[src/rtl/pc_fetch.sv]
// pc_fetch: fetch stage of the single-cycle MIPS core.
// Owns the PC and computes next-PC from seq/branch/jump/jr requests.
// Runs a RUN/STALL/HALT machine that stops on a NOP run or bad PC.
// Ports:
//   clk, rst          - clock, async active-high reset
//   en                - fetch enable (0 = stall)
//   instr_in          - ROM word at addr
//   branch_taken/imm  - taken branch and its raw offset field
//   jump/jump_idx     - J/JAL and its index field
//   jr/jr_addr        - JR and its register target
//   addr, pc_plus4    - current PC and PC+4
//   instr_out         - instruction to decode (0 when not valid)
//   instr_valid       - high only in RUN
//   halted            - high in HALT
//   misaligned        - sticky flag for a JR to a non-word address
module pc_fetch #(
    parameter logic [31:0] RESET_PC  = 32'h0000_0000,
    parameter int          MEM_WORDS = 64,
    parameter int          HALT_NOPS = 4
) (
    input  logic        clk,
    input  logic        rst,
    input  logic        en,
    input  logic [31:0] instr_in,
    input  logic        branch_taken,
    input  logic [15:0] branch_imm,
    input  logic        jump,
    input  logic [25:0] jump_idx,
    input  logic        jr,
    input  logic [31:0] jr_addr,
    output logic [31:0] addr,
    output logic [31:0] pc_plus4,
    output logic [31:0] instr_out,
    output logic        instr_valid,
    output logic        halted,
    output logic        misaligned
);

    localparam int NW = $clog2(HALT_NOPS + 1);

    typedef enum logic [1:0] {
        RUN   = 2'd0,
        STALL = 2'd1,
        HALT  = 2'd2
    } state_t;

    state_t        state, state_nx;
    logic [31:0]   pc, pc_nx;
    logic [NW-1:0] nop_cnt, nop_nx;
    logic          mis, mis_nx;
    logic          out_of_range;
    logic          last_nop;
    logic [31:0]   br_off;

    assign addr        = pc;
    assign pc_plus4    = pc + 32'd4;
    assign instr_valid = (state == RUN);
    assign halted      = (state == HALT);
    assign instr_out   = instr_valid ? instr_in : 32'd0;
    assign misaligned  = mis;

    assign out_of_range = 32'(pc[31:2]) >= 32'(MEM_WORDS);
    // this NOP would complete the run of HALT_NOPS
    assign last_nop     = (nop_cnt == NW'(HALT_NOPS - 1));
    assign br_off       = {{14{branch_imm[15]}}, branch_imm, 2'b00};

    always_ff @(posedge clk or posedge rst) begin
        if (rst) begin
            state   <= RUN;
            pc      <= RESET_PC;
            nop_cnt <= '0;
            mis     <= 1'b0;
        end else begin
            state   <= state_nx;
            pc      <= pc_nx;
            nop_cnt <= nop_nx;
            mis     <= mis_nx;
        end
    end

    always_comb begin
        state_nx = state;
        pc_nx    = pc;
        nop_nx   = nop_cnt;
        mis_nx   = mis;
        unique case (state)
            RUN: begin
                // range halt outranks en and all requests
                if (out_of_range) begin
                    state_nx = HALT;
                end else if (!en) begin
                    state_nx = STALL;
                end else if (jr) begin
                    pc_nx  = {jr_addr[31:2], 2'b00};
                    nop_nx = '0;
                    if (jr_addr[1:0] != 2'b00) mis_nx = 1'b1;
                end else if (jump) begin
                    pc_nx  = {pc_plus4[31:28], jump_idx, 2'b00};
                    nop_nx = '0;
                end else if (branch_taken) begin
                    pc_nx  = pc_plus4 + br_off;
                    nop_nx = '0;
                end else if (instr_in != 32'd0) begin
                    pc_nx  = pc_plus4;
                    nop_nx = '0;
                end else if (last_nop) begin
                    state_nx = HALT;
                end else begin
                    pc_nx  = pc_plus4;
                    nop_nx = nop_cnt + NW'(1);
                end
            end
            STALL: begin
                // resume without advancing PC on this edge
                if (en) state_nx = RUN;
            end
            HALT: begin
                state_nx = HALT;
            end
            default: begin
                state_nx = HALT;
            end
        endcase
    end

endmodule

[config.mk]
export PLATFORM = sky130hd
export DESIGN_NAME = pc_fetch
export DESIGN_NICKNAME = d
export VERILOG_FILES = /design/src/rtl/pc_fetch.sv
export SDC_FILE = /design/constraint.sdc
export NUM_CORES = 1
export LEC_CHECK = 0
export BUFFER_PORTS_ARGS = -buffer_cell sky130_fd_sc_hd__buf_2
export CORE_UTILIZATION = 48
export DETAILED_ROUTE_END_ITERATION = 6
export PLACE_DENSITY = 0.82
export SETUP_SLACK_MARGIN = 0.05
export SKIP_LAST_GASP = 1
export SYNTH_ARGS = -nofsm -noshare
export SYNTH_HDL_FRONTEND = slang
export SYNTH_SLANG_ARGS = --single-unit
[constraint.sdc]
create_clock -name clk -period 4 [get_ports clk]
set_input_delay 0.6 -clock clk [delete_from_list [all_inputs] [get_ports clk]]
set_output_delay 0.6 -clock clk [all_outputs]
set_load 0.01 [all_outputs]
After elaboration in Yosys (flattened, before gate mapping)
Index checks and enable logic that the tools add are counted.
{ "word_totals": {"register_bits": 38} }
{ "op_classes": {"add_sub_neg": 3, "n_lt_le_gt_ge": 1, "n_eq_ne": 10, "mux": 20, "bitwise": 1, "n_reduce_logical": 6} }
{ "op_table": {"columns": ["op", "count"], "rows": [
  ["$mux W32", 6],
  ["$add A32 B3 Y32 const B", 1],
  ["$add A32 B32 Y32", 1],
  ["$reduce_bool A32 Y1", 1],
  ["$ge A30 B7 Y1 const B", 1],
  ["$mux W2", 8],
  ["$mux W3", 5],
  ["$ne A4 B3 Y1 const B", 3],
  ["$reduce_and A6 Y1", 1],
  ["$ne A5 B4 Y1 const B", 1],
  ["$reduce_and A5 Y1", 1],
  ["$ne A4 B2 Y1 const B", 1],
  ["$ne A4 B4 Y1 const B", 1],
  ["$pmux W2 S2", 1],
  ["$reduce_and A4 Y1", 1],
  ["$add A3 B1 Y3 const B", 1],
  ["$eq A3 B2 Y1 const B", 1],
  ["$eq A2 B1 Y1 const B", 1],
  ["$eq A2 B2 Y1 const B", 1],
  ["$logic_not A2 Y1", 1],
  ["$ne A2 B2 Y1 const B", 1],
  ["$reduce_bool A2 Y1", 1],
  ["$not A1 Y1", 1]
]} }

Longest topological paths before layout
{ "depth": {"word_depth": 9, "ltp_mapped": 15} }

Worst setup path after synthesis
OpenSTA, ideal clock, no wires.
{ "synth_timing": {"path_kind": "register to register", "startpoint": "register pc[4], in the netlist addr[4]", "endpoint": "register pc[28], in the netlist addr[28]", "setup_ns": 0.121, "arrival_ns": 3.517, "required_time_ns": 3.879, "setup_slack_ns": 0.362, "path_stages_with_launch": 15, "n_path_buf": 1, "synth_period_minus_slack_ns": 3.638, "path_cell_list": "dfrtp_1 -> clkbuf_1 -> nand4_1 -> or3_1 -> xnor2_1 -> ha_1 -> a21o_1 -> a31o_1 -> a221o_1 -> a21o_4 -> a21boi_2 -> nor4_1 -> or3_1 -> nand3_1 -> nand2_1"} }
{ "synth_between": {"elab_cells_between_ends": 10} }
{ "synth_rtl": {"columns": ["item", "line_no", "rtl"], "rows": [
  ["start, declared", "48", "logic [31:0] pc, pc_nx;"],
  ["start signal, assigned", "75", "pc <= pc_nx;"],
  ["$add A32 B3 Y32", "56", "assign pc_plus4 = pc + 32'd4;"],
  ["named net pc_plus4[13]", "32", "output logic [31:0] pc_plus4,"],
  ["$add A32 B32 Y32", "101", "pc_nx = pc_plus4 + br_off;"],
  ["$mux W32", "100", "end else if (branch_taken) begin"],
  ["$mux W32", "97", "end else if (jump) begin"],
  ["$mux W32", "93", "end else if (jr) begin"]
]} }
The timed path passes the listed nets, and every way through them passes these cells. The select of a mux whose other input is x is not followed.
A chain may end at the register's enable or synchronous reset.

Worst setup path in the final report
{ "layout_timing": {"startpoint": "register pc[6], in the netlist addr[6]", "endpoint": "register pc[30], in the netlist addr[30]"} }
{ "layout_between": {"elab_chain_cells": 6, "elab_cells_between_ends": 10} }
{ "layout_lines": {"columns": ["item"], "rows": [
  ["branches (longest 6 deep; another with $add A32 B3 Y32)"]
]} }
Parallel ways; which one is timed is not known. The select of a mux whose other input is x is not followed.

==> reports/metrics.csv <==
metric,value,unit
outcome,"complete, no violations",
setup violators final,0,
Net Sw Power,0.000277,W
largest area contributor in the netlist,dfrtp_1,
total number of vias,5298,
Initial Utilization,0.503,
ys flop type,dfrtp_1,
Worst Path Arrival,3.93,ns
Clock Latency Late Sink,0.30,ns
Clock Sinks,36,
TritonCTS clock tree,done,
Synth Area in Simple Gates,0.270,
worst r2r dst,addr[30]$_DFFE_PP0P_,
post-synthesis xor/xnor area fraction,0.0939,
Overall Power,0.000854,W
mean post-synth cell area,7.70,um^2
Die Y,98.6,um
mapped cell area,0.00448,mm^2
clk_skew,0.0125,ns
Hold Fails Final Rpt,0,
multiplexer share of the synthesized area,0.0294,
Lkg Pwr,3.13,nW
Buffers on Ports,206,
GRT Util Overall,0.329,
Vias/cell,5.94,
CTS H-Tree Depth,2,
Critical Path Fanout Max,7,
placement row count,34,
top post-synthesis cells by area,"dfrtp_1 (20%), ha_1 (11%), xnor2_1 (6.5%), a21oi_1 (5.8%), o21ai_0 (5.3%)",
Int Power,0.000577,W
Synth Register Bits,36,
ys async rst share,1.00,
vias in the first global route,5137,
I/O pin cnt,211,
Area growth syn-to-layout,29.2,%
first-pass GRT wire length,25300,um
maximum vdd drop,0.112,mV
"Seq/Total Area, Yosys",0.201,
n_diodes,0,
filler instances,814,
DRT antenna net count,0,
initial antenna violation count,0,
residual DRC count,0,
Setup crit end kind,register,
power density over the cells,148,mW/mm^2
Avg WL per Cell,18.1,um
die width,98.6,um
Initial DRC Count,316,
Post-Synth Adder-Cell Area,0.116,
crit path cell chain,and4_2 -> nand3_1 -> or3_1 -> xnor2_2 -> ha_1 -> a21o_1 -> a31o_1 -> a221o_1 -> a21o_4 -> a31oi_4 -> o21ai_2 -> a21oi_2 -> mux2i_1 -> o31ai_1,
Num CTS Buffers,5,
largest net degree at the start of global routing,42,
Reg2Reg Depth,14,
Setup crit start kind,register,
Setup Buffers After CTS,0,
Worst-Margin Slew,0.614,ns
CTS Root Cell,clkbuf_8,
R2R setup slack,0.23,ns
Seq. cell area,902,um^2
Clk pwr share,0.331,
Synth top area share,0.201,
RSZ-0062 raised after global routing,no,
hpwl dp,12800,um
most common cell in the netlist,nand2_1,
drt total wl,16100,um
"Data required, critical path",4.17,ns
f_max,266,MHz
Relative slew margins,0.587,
sw frac,0.324,
Die ar.,0.00971,mm^2
ratio of cells with drive above 1 in the final layout,0.320,
WS Path Type,register to register,
Tcrit/Tclk final,0.941,
final slew viol count,0,
total gr overflow,0,
cells after synthesis,581,
"Reg clk slew, reported paths",0.09,ns
core region area,0.00889,mm^2
fin crit period,3.77,ns
largest family of logic cells by synthesized area,simple AND/OR/NAND/NOR gates,
Worst Hold Class,primary input to async pin,
RePlAce Congestion,1.04,
Yosys warning count,0,
synth unique cells,59,
Critical Path Max Stage Delay,0.47,ns
Synth Area in Compound Gates,0.249,
"Slowest-stage cell, CP",dfrtp_1,
number of flops mapped to enable cells by yosys,0,
Layout Nets,936,
share of power burned in registers,0.426,
MaxCap Viol Count,0,
Comb pwr share,0.243,
Clock Tree Buf Depth,2,
most common library cells after synthesis,"nand2_1 (56), a21oi_1 (52), o21ai_0 (47), nor2_1 (42), ha_1 (40)",
Worst R2R Start,addr[6]$_DFFE_PP0P_,
DRT Pass-1 Iters,5,
area of the multi-input gates,0.00347,mm^2
Setup Total Neg Slack,0,ns
## stage by stage
step           worst slack, ns  area [um^2]  hold slack [ns]  utilization  instances
6_report                 0.234         5780            0.417        0.650        892
5_1_grt                 0.0551         5780            0.454        0.650        892
4_1_cts                  0.189         5720            0.432        0.644        892
3_5_place_dp             0.239         5630            0.466        0.633        884
3_3_place_gp             0.393         5630            0.442        0.633        884
2_1_floorplan            0.362         4490            0.432            -        584
## worst max-delay path, delay by kind of cell, from the launching register on
kind / cells / cell delay [ns]
xor gates and xnor gates: 1 / 0.24
and+or+nand+nor: 3 / 0.82
DFF: 1 / 0.47
muxes: 1 / 0.27
adders and majority gates: 1 / 0.30
AOI/OAI and AO/OA: 8 / 1.53
## layout make-up
type | count | share of cell area
flip-flops and latches | 36 | 0.156
multi-input cells | 506 | 0.600
repair buffers | 218 | 0.194
clock inverters | 3 | 0.00411
well taps | 108 | 0.0234
inverters | 16 | 0.0104
clock buffers | 5 | 0.0119
## worst max path at each step
| stage | from | endpoint | slack, ns | cells after the start |
|---|---|---|---|---|
| 3_3_place_gp | addr[6]$_DFFE_PP0P_ | addr[28]$_DFFE_PP0P_ | 0.39 | 15 |
| 5_1_grt | addr[6]$_DFFE_PP0P_ | addr[29]$_DFFE_PP0P_ | 0.06 | 15 |
| 3_5_place_dp | addr[6]$_DFFE_PP0P_ | addr[30]$_DFFE_PP0P_ | 0.24 | 15 |
| 4_1_cts | addr[6]$_DFFE_PP0P_ | addr[30]$_DFFE_PP0P_ | 0.19 | 15 |
| 6_report | addr[6]$_DFFE_PP0P_ | addr[30]$_DFFE_PP0P_ | 0.23 | 14 |
| 2_1_floorplan | addr[4]$_DFFE_PP0P_ | addr[28]$_DFFE_PP0P_ | 0.36 | 14 |
## sequential cells by signal, summed over array words and instances (netlist names)
name / flops
addr: 30
nop_cnt: 3
state: 2
misaligned: 1
## layer usage
| metal | wire, um | GRT usage | share of wire | vias up |
|---|---|---|---|---|
| li1 | - | - | - | 2529 |
| met1 | 6380 | 0.389 | 0.40 | 2442 |
| met2 | 8080 | 0.609 | 0.50 | 279 |
| met3 | 1090 | 0.0340 | 0.068 | 48 |
| met4 | 571 | 0.126 | 0.035 | 0 |
| met5 | 0 | 0 | 0 | - |
## kinds of logic after synthesis
| family | count (synthesis) |
|---|---|
| and+or+nand+nor | 228 |
| muxes | 13 |
| other | 1 |
| xor gates and xnor gates | 48 |
| AOI/OAI and AO/OA | 172 |
| buffers and inverters | 42 |
| adders and majority gates | 41 |
| DFF | 36 |
## power by group through the flow
stage                     sequential, W  combinational [W]  clock (W)
after floorplan                0.000371           0.000114          0
after global placement         0.000371           0.000199          0
after detailed placement       0.000371           0.000205          0
after CTS                      0.000364           0.000206   0.000287
after global routing           0.000364           0.000229   0.000299
final                          0.000364           0.000208   0.000283
## timing repair
action,in CTS,in global routing
endpoints found under the setup margin,0,8
hold buffers,0,0
resized for setup,0,12
## placed cells by master, fill, tap and decap left out, types with 18 or more instances in the layout
| master | instances |
|---|---|
| buf_2 | 206 |
| nand2_1 | 56 |
| a21oi_1 | 52 |
| o21ai_0 | 47 |
| ha_1 | 40 |
| nor2_1 | 39 |
| and2_1 | 37 |
| dfrtp_1 | 35 |
| xnor2_1 | 29 |
| nand3_1 | 18 |
(Power assumes the default switching activity.)
